$ cat config.mk
export PLATFORM = sky130hd
export DESIGN_NAME = simon_round_ctrl
export DESIGN_NICKNAME = d
export VERILOG_FILES = /design/src/rtl/simon_round_ctrl.sv
export SDC_FILE = /design/constraint.sdc
export NUM_CORES = 1
export LEC_CHECK = 0
export CORE_MARGIN = 5
export CORE_UTILIZATION = 55
export DETAILED_ROUTE_END_ITERATION = 8
export PLACE_DENSITY = 0.84
export SLEW_MARGIN = 20
export SYNTH_ARGS = -nofsm -noshare
export SYNTH_HDL_FRONTEND = slang
export SYNTH_SLANG_ARGS = --single-unit
$ cat constraint.sdc
create_clock -name clk -period 4 [get_ports clk]
set_clock_uncertainty 0.2 [all_clocks]
set_input_delay 0.8 -clock clk [delete_from_list [all_inputs] [get_ports clk]]
set_output_delay 0.8 -clock clk [all_outputs]
set_load 0.01 [all_outputs]
$ cat src/rtl/simon_round_ctrl.sv
// simon_round_ctrl: sequences SIMON key-schedule generation followed by an
// encrypt or decrypt pass over N_ROUNDS rounds, with round-key caching,
// abort, and a one-cycle done pulse.
module simon_round_ctrl #(
    parameter int unsigned  N_ROUNDS  = 32,
    parameter bit           KEY_CACHE = 1'b1,
    localparam int unsigned RW        = $clog2(N_ROUNDS)
) (
    input  logic          clk,
    input  logic          res_n,
    input  logic          start,
    input  logic          ctrl,
    input  logic          key_new,
    input  logic          abort,
    output logic [4:0]    state,
    output logic [RW-1:0] rnd_idx,
    output logic          key_gen_en,
    output logic          round_en,
    output logic          busy,
    output logic          done,
    output logic          key_valid
);

    typedef enum logic [4:0] {
        S_IDLE    = 5'b00001,
        S_KEY_GEN = 5'b00010,
        S_ENC     = 5'b00100,
        S_DEC     = 5'b01000,
        S_DONE    = 5'b10000
    } state_t;

    localparam logic [RW-1:0] LAST_IDX = RW'(N_ROUNDS - 1);
    localparam logic [RW-1:0] ZERO_IDX = '0;
    localparam logic [RW-1:0] ONE_IDX  = RW'(1);

    state_t        r_state;
    logic [RW-1:0] r_rnd_idx;
    logic          r_key_valid;
    logic          r_mode;
    logic          w_need_gen;

    // A fresh schedule is required for a new key, an incomplete schedule,
    // or when caching is disabled.
    assign w_need_gen = key_new | ~r_key_valid | ~KEY_CACHE;

    // Sequencer: abort beats everything; illegal encodings fall back to IDLE.
    always_ff @(posedge clk or negedge res_n) begin
        if (!res_n) begin
            r_state     <= S_IDLE;
            r_rnd_idx   <= ZERO_IDX;
            r_key_valid <= 1'b0;
            r_mode      <= 1'b0;
        end else if (abort) begin
            r_state   <= S_IDLE;
            r_rnd_idx <= ZERO_IDX;
        end else begin
            case (r_state)
                S_IDLE: begin
                    if (start) begin
                        r_mode <= ctrl;
                        if (w_need_gen) begin
                            r_state     <= S_KEY_GEN;
                            r_rnd_idx   <= ZERO_IDX;
                            r_key_valid <= 1'b0;
                        end else if (ctrl) begin
                            r_state   <= S_DEC;
                            r_rnd_idx <= LAST_IDX;
                        end else begin
                            r_state   <= S_ENC;
                            r_rnd_idx <= ZERO_IDX;
                        end
                    end
                end
                S_KEY_GEN: begin
                    if (r_rnd_idx == LAST_IDX) begin
                        r_key_valid <= 1'b1;
                        if (r_mode) begin
                            r_state   <= S_DEC;
                            r_rnd_idx <= LAST_IDX;
                        end else begin
                            r_state   <= S_ENC;
                            r_rnd_idx <= ZERO_IDX;
                        end
                    end else begin
                        r_rnd_idx <= r_rnd_idx + ONE_IDX;
                    end
                end
                S_ENC: begin
                    if (r_rnd_idx == LAST_IDX) begin
                        r_state <= S_DONE;
                    end else begin
                        r_rnd_idx <= r_rnd_idx + ONE_IDX;
                    end
                end
                S_DEC: begin
                    if (r_rnd_idx == ZERO_IDX) begin
                        r_state <= S_DONE;
                    end else begin
                        r_rnd_idx <= r_rnd_idx - ONE_IDX;
                    end
                end
                S_DONE: begin
                    r_state   <= S_IDLE;
                    r_rnd_idx <= ZERO_IDX;
                end
                default: begin
                    r_state   <= S_IDLE;
                    r_rnd_idx <= ZERO_IDX;
                end
            endcase
        end
    end

    // Strobes are pure decodes of the one-hot state register.
    assign state      = r_state;
    assign rnd_idx    = r_rnd_idx;
    assign key_valid  = r_key_valid;
    assign key_gen_en = (r_state == S_KEY_GEN);
    assign round_en   = (r_state == S_ENC) || (r_state == S_DEC);
    assign busy       = (r_state != S_IDLE);
    assign done       = (r_state == S_DONE);

endmodule

=== Word-level counts from Yosys, hierarchy flattened ===
Cells that the tools add are included.
W data, S select, Z words.

* Eq/ne operators: 16
* Muxes and demuxes: 22
* Reductions and logical operators: 7
* Bitwise gates (word level): 3
* $add $sub $neg: 2

{| class="wikitable"
|+ Operators with widths
! cell !! count
|-
| $mux W5 || 13
|-
| $pmux W5 S4 || 2
|-
| $ne A3 B3 Y1 const B || 5
|-
| $mux W4 || 3
|-
| $eq A5 B5 Y1 const B || 2
|-
| $reduce_and A3 Y1 || 2
|-
| $add A5 B1 Y5 const B || 1
|-
| $eq A5 B1 Y1 const B || 1
|-
| $eq A5 B2 Y1 const B || 1
|-
| $eq A5 B3 Y1 const B || 1
|-
| $eq A5 B4 Y1 const B || 1
|-
| $logic_not A5 Y1 || 1
|-
| $ne A5 B1 Y1 const B || 1
|-
| $reduce_and A5 Y1 || 1
|-
| $sub A5 B1 Y5 const B || 1
|-
| $ne A2 B2 Y1 const B || 2
|-
| $reduce_and A4 Y1 || 1
|-
| $mux W1 || 3
|-
| $ne A3 B2 Y1 const B || 1
|-
| $ne A2 B1 Y1 const B || 1
|-
| $not A1 Y1 || 2
|-
| $pmux W1 S2 || 1
|-
| $reduce_bool A2 Y1 || 1
|-
| $logic_or A1 B1 Y1 || 1
|-
| $or A1 B1 Y1 || 1
|}

* Register bits: 12
* Output and inout port bits: 15

=== Longest topological paths before layout ===
Gate-level depths: netlist of run 1.

* Word-level depth: 6
* Gate-level depth with buffers: 8

=== Worst setup path before layout of run 1 ===
Ideal clock, no wire load.

* Path kind: flip-flop to output port
* From: register r_state[1], in the netlist state[1]
* To: output round_en
* Setup slack: 1.598 ns
* Arrival: 1.402 ns
* Cell stages (with the launch flop): 6
* Data required time: 3.000 ns
* Path buffers: 2
* Cells stage by stage: dfrtp_1 -> buf_6 -> or3_4 -> or2_1 -> buf_2 -> nand2_1

* Cells in the longest elaborated chain, start to end: 2
* Elaborated cells between the ends (all ways): 3
* Those cells by class: eq/ne: 2; reduce/logical: 1

{| class="wikitable"
|+ Ends and longest elaborated chain
! what !! RTL line !! source
|-
| from (decl) || 36 || <nowiki>state_t r_state;</nowiki>
|-
| from (signal assigned) || 49 || <nowiki>r_state <= S_IDLE;</nowiki>
|-
| from (signal assigned) || 54 || <nowiki>r_state <= S_IDLE;</nowiki>
|-
| from (signal assigned) || 62 || <nowiki>r_state <= S_KEY_GEN;</nowiki>
|-
| $eq A5 B3 Y1 or $eq A5 B4 Y1 (tied branches) || 119 || <nowiki>assign round_en = (r_state == S_ENC) || (r_state == S_DEC);</nowiki>
|-
| $logic_or A1 B1 Y1 * || 119 ||
|-
| to (decl) || 18 || <nowiki>output logic round_en,</nowiki>
|}

Mark *: on every way between the ends. The rest lies on a longest branch, timed or not.

=== Worst setup path after layout of run 1 ===
* From: register r_state[2], in the netlist state[2]
* To: output key_gen_en

* Cells in the longest elaborated chain, start to end: 1

{| class="wikitable"
|+ Ends and longest elaborated chain
! what !! RTL line !! source
|-
| $eq A5 B2 Y1 || 118 || <nowiki>assign key_gen_en = (r_state == S_KEY_GEN);</nowiki>
|-
| to (decl) || 17 || <nowiki>output logic key_gen_en,</nowiki>
|}

No other way between the ends.

==> results of run 1 <==
==> metal layers <==
layer	wire, um	up-vias
li1	-	470
met1	1100	453
met2	1190	44
met3	184	7
met4	40	0
met5	0	-
==> power by group <==
| group | switching [uW] | leakage, uW | internal (uW) | total [uW] |
|---|---|---|---|---|
| clock network | 38.4 | 0.0000210 | 55.4 | 93.8 |
| logic | 60.2 | 0.000344 | 54.6 | 115 |
| registers | 17.9 | 0.000161 | 132 | 150 |
==> metrics by stage <==
step | util, % | hold slack, ps | cells | setup slack [ps]
2_1_floorplan | - | 304 | 119 | 1600
3_3_place_gp | 64.2 | 326 | 158 | 1130
3_5_place_dp | 64.2 | 331 | 158 | 1110
4_1_cts | 66.1 | 352 | 162 | 809
5_1_grt | 66.1 | 409 | 162 | 639
6_report | 66.1 | 364 | 162 | 772
==> worst max-delay path, stage by stage (launching register included) <==
cell and delay (ps):
dfrtp_1 510, nor4_1 530, nand2_1 210, inv_1 150, clkdlybuf4s50_1 550
==> worst paths after layout <==
path	from	end	slack, ps	depth (start not counted)
hold / removal	key_valid$_DFFE_PN0P_	key_valid$_DFFE_PN0P_	360	2
setup / recovery	state[2]$_DFFE_PN0P_	key_gen_en	770	4
max in group asynchronous	res_n	state[0]$_DFFE_PN1P_	2570	1
hold reg to reg	key_valid$_DFFE_PN0P_	key_valid$_DFFE_PN0P_	360	2
min in group asynchronous	res_n	r_mode$_DFFE_PN0P_	660	1
setup reg to reg	rnd_idx[0]$_DFFE_PN0P_	rnd_idx[2]$_DFFE_PN0P_	1410	8
==> sequential cells by signal, indices dropped and copies added (netlist names) <==
signal,cells
rnd_idx,5
state,5
key_valid,1
r_mode,1
==> final cells by class <==
| cell class | instances | share of cell area (%) |
|---|---|---|
| multi-input combinational | 92 | 52.9 |
| timing repair buffer | 20 | 15.8 |
| clock buffer | 4 | 2.86 |
| sequential | 12 | 23.7 |
| tap | 27 | 2.66 |
| inverter | 7 | 2.07 |
==> placed cells by master, fill, tap and decap left out, drive strengths merged, types with 2 or more instances in the layout <==
cell type       n
nand2          10
and3            2
nor4b           3
nor3            6
o32ai           2
a21oi           4
clkbuf          4
ha              3
nor2           13
nand3           4
or2             2
o2bb2ai         4
nor4            3
dfrtp          11
xor2            3
a31o            2
clkdlybuf4s50  20
nand2b          4
a211oi          4
inv             7
o21ai           3
==> kinds of logic (layout without fill, tap and decap cells) <==
kind of cell               count (synthesis)  after routing  synth area share [%]
and+or+nand+nor                           54             54                  30.7
AOI/OAI and AO/OA                         29             29                  23.0
buffers and inverters                     15             31                  9.64
DFF                                       12             12                  28.0
xor gates and xnor gates                   4              4                  3.25
adders and majority gates                  3              3                  3.48
muxes                                      2              2                  1.97
==> flow_summary.toml, run 1 <==
[status]
status = "complete, no violations"

[worst_setup_path]
crit_path_end_kind = "output pin"
crit_fanout = 12
cp.arrival_ps = 2230
cp-start-kind = "flip-flop"
crit_type = "flip-flop to output pin"
cp.required_ps = 3000

[global_routing]
grt_use_met1_pct = 26.6
use_met3_pct = 2.18
grt_pass1_vias = 893
track_usage_pct = 19.4
busiest_layer = "met2"
overflow = 0
antenna_found_initial = 0
use_met2_pct = 30.5
grt_pass1_wl_um = 4200
grt_max_degree = 13

[die]
chipHeight_um = 54.3
core_area_mm2 = 0.00192
row_count = 16
die_width_um = 54.3
die-area_mm2 = 0.00294
start_util_pct = 56.1
pin_count = 21

[synthesis]
ys_warn_count = 0
ys_seq_area_share_pct = 28.0
syn_inst = 119
async_flop_share_pct = 100
yosys-top-cells-area = "dfrtp_1 26%, buf_6 4.2%, nor2_1 4.2%, ha_1 3.5%, o2bb2ai_1 3.3%"
synth-seq-cells = 12
yosysUniqueCellTypes = 51
yosys.area.top_type = "dfrtp_1"
synth_top_area_share_pct = 25.6
synthesis.nets = 128
yosys-top-cells-count = "12 x nor2_1, 11 x dfrtp_1, 9 x nand2_1"
synth_edf_count = 0
ys.flop_type = "dfrtp_1"
syn_area_mm2 = 0.00108
syn_avg_cell_area_um2 = 9.05
yosysMostFrequentCell = "nor2_1"

[sta]
hold_viol_final = 0
max_freq_ghz = 0.310
fin_crit_sh_pct = 80.7
finalSetupViolCount = 0
final.min_clock_period_ps = 3230
slew_headroom_pct = 63.3
rsz0062_at_grt = "no"
worstMarginPinSlew_ps = 550
maxSlewViolCount = 0
setup_tns_ps = 0

[routing]
drc = 0
postRouteAntennaNets = 0
dr.pass1.iters = 4
wl_per_cell_um = 15.5
drtIter0Drc = 42
viasPerCell = 6.01
drt-total-wl_um = 2510
vias = 974

[clocking]
clock-sinks = 12
post_cts_buffers = 0
post_cts_resize_count = 0
cts_tree = "yes"
clkTransAtPathRegs_ps = 70
cts_made_buffers = 3
cts_hold_buf = 0
cts.path.max_buffers = 2
cts-root-buf = "clkbuf_4"
htree_levels = 1
clk_latency_ps = 270

[finish]
regArea_um2 = 302
num-nets-final = 145
fillers = 167
drive_gt1_share_pct = 15.6
area_delta_synth_final_pct = 17.9
diodes = 0
stdcell_area_mm2 = 0.00127
multiInputGateArea_um2 = 672

[power]
finalPower_uw = 358
p_leak_uw = 0.000526
ir_drop_v = 0.000233
powerDensity_mw_per_mm2 = 282

[place]
place.gp.congestion = 0.962
io_buffer_count = 20
place_area_mm2 = 0.00123
hpwlAfterDp_um = 2020

[flow_run]
maxCapViolations = 0

[hold_path]
hp-class = "flip-flop to flip-flop"
No activity file was read; power rests on OpenSTA's default activity.
==> run 2, diff against run 1 <==
--- a/config.mk
+++ b/config.mk
@@ -6,9 +6,9 @@
 export NUM_CORES = 1
 export LEC_CHECK = 0
 export CORE_MARGIN = 5
-export CORE_UTILIZATION = 55
+export CORE_UTILIZATION = 51
 export DETAILED_ROUTE_END_ITERATION = 8
-export PLACE_DENSITY = 0.84
+export PLACE_DENSITY = 0.79
 export SLEW_MARGIN = 20
 export SYNTH_ARGS = -nofsm -noshare
 export SYNTH_HDL_FRONTEND = slang
==> constraint.sdc (replaced) <==
create_clock -name clk -period 3.05 [get_ports clk]
set_clock_uncertainty 0.2 [all_clocks]
set_input_delay 0.61 -clock clk [delete_from_list [all_inputs] [get_ports clk]]
set_output_delay 0.61 -clock clk [all_outputs]
set_load 0.01 [all_outputs]
==> run 2 against run 1 <==
  * Sequential power increased by 32%
  * Via count decreased by 0.10%
  * Utilization decreased by 0.74 points
  * Sequential cell count unchanged
  * Wire length decreased by 1.5%
  * Total power increased by 33%
  * Critical endpoint is now round_en
  * Highest routed layer unchanged
==> flow_summary.toml, run 2 (same netlist as run 1, synthesis figures left out) <==
[sta]
whs_ps = 356
maxSlewViolCount = 0
rsz0062_at_grt = "no"
hold_viol_final = 0
max_freq_ghz = 0.343
worstMarginPinSlew_ps = 565
setup_tns_ps = 0
fin_crit_sh_pct = 95.6
final.min_clock_period_ps = 2920
slew_headroom_pct = 62.2
finalSetupViolCount = 0

[clocking]
cts-root-buf = "clkbuf_4"
cts.path.max_buffers = 2
post_cts_buffers = 0
cts_made_buffers = 3
clock-sinks = 12
cts_tree = "yes"
clkTransAtPathRegs_ps = 70
htree_levels = 1
clk_latency_ps = 270

[routing]
viasPerCell = 5.93
drc = 0
dr.pass1.iters = 5
wl_per_cell_um = 15.1
vias = 973
drtIter0Drc = 21
postRouteAntennaNets = 0
drt-total-wl_um = 2470

[place]
io_buffer_count = 20
place.gp.congestion = 0.889
hpwlAfterDp_um = 1860

[worst_setup_path]
crit_fanout = 11
cp_slowest_cell = "clkdlybuf4s50_1"
cp.arrival_ps = 2110
crit_path_end_kind = "output pin"
worstSetupStartpoint = "state[1]$_DFFE_PN0P_"
crit_chain = "or3_4 -> or2_1 -> nand2_1 -> clkdlybuf4s50_1"
reg2reg_from = "rnd_idx[0]$_DFFE_PN0P_"
crit_type = "flip-flop to output pin"
cp_top_family = "simple AND/OR/NAND/NOR gates"
cp-start-kind = "flip-flop"
path_buf_inv = 1
cp.required_ps = 2240
slowest_delay_ps = 530

[global_routing]
grt_pass1_vias = 915
track_usage_pct = 16.4
grt_pass1_wl_um = 4150
antenna_found_initial = 0
overflow = 0
grt_max_degree = 13

[die]
die-area_mm2 = 0.00313
pin_count = 21
start_util_pct = 54.4
row_count = 16
chipHeight_um = 56.0
core_area_mm2 = 0.00198
die_width_um = 56.0

[finish]
drive_gt1_share_pct = 19.0
area_delta_synth_final_pct = 20.2
diodes = 0
mostFrequentLayoutCells = "20 x clkdlybuf4s50_1, 12 x nor2_1, 10 x dfrtp_1"
num-nets-final = 147
layout_commonest_cell = "clkdlybuf4s50_1"
fillers = 160
fin_util_pct = 65.3

[hold_path]
hp-class = "flip-flop to flip-flop"
min-delay-start = "key_valid$_DFFE_PN0P_"

[power]
ir_drop_v = 0.000312
powerDensity_mw_per_mm2 = 367
p_leak_uw = 0.000538

[flow_run]
maxCapViolations = 0

[status]
status = "complete, no violations"
run 2: per-layer routing:
metal / global-route usage (%) / wire length (um)
met1: 21.5 / 1060
met2: 25.5 / 1200
met3: 3.25 / 182
met4: 7.80 / 27
met5: 0 / 0
run 2: timing repair:
| item | 4_1_cts | 5_1_grt |
|---|---|---|
| setup endpoints to repair | 0 | 2 |
| endpoints found under the hold margin | 0 | 0 |
| hold buffers | 0 | 0 |
| gates resized for setup | 0 | 3 |
run 2: power by group:
part | internal (uW) | switching (uW) | total, uW | leakage [uW]
clock network | 72.6 | 51.9 | 124 | 0.0000210
logic | 73.8 | 78.4 | 152 | 0.000357
registers | 173 | 24.9 | 198 | 0.000160
run 2: cell type report:
class	count	area, um2	area share (%)
timing repair buffer	22	215	16.6
inverter	7	26.3	2.03
sequential	12	303	23.4
tap	27	33.8	2.61
clock buffer	4	36.3	2.80
multi-input combinational	92	681	52.6
run 2: path summary, 6_finish.rpt:
kind / endpoint / slack, ps / depth (start not counted)
setup / recovery: round_en / 130 / 4
hold / removal: key_valid$_DFFE_PN0P_ / 360 / 2
setup reg to reg: rnd_idx[2]$_DFFE_PN0P_ / 440 / 8
hold reg to reg: key_valid$_DFFE_PN0P_ / 360 / 2
max in group asynchronous: state[1]$_DFFE_PN0P_ / 1750 / 1
min in group asynchronous: state[2]$_DFFE_PN0P_ / 500 / 1
run 2: per-stage QoR:
step | cell area, um2 | instances | total power, uW | setup WS (ps)
3_3_place_gp | 1250 | 160 | 347 | 391
5_1_grt | 1290 | 164 | 510 | 23.8
6_report | 1290 | 164 | 475 | 134
3_5_place_dp | 1250 | 160 | 348 | 365
2_1_floorplan | 1080 | 119 | 299 | 793
4_1_cts | 1280 | 164 | 475 | 60.9
run 2: worst min-delay path: stages (launching register included):
cell and delay (ps):
dfrtp_1 380, o21ai_0 90, nand2_1 60
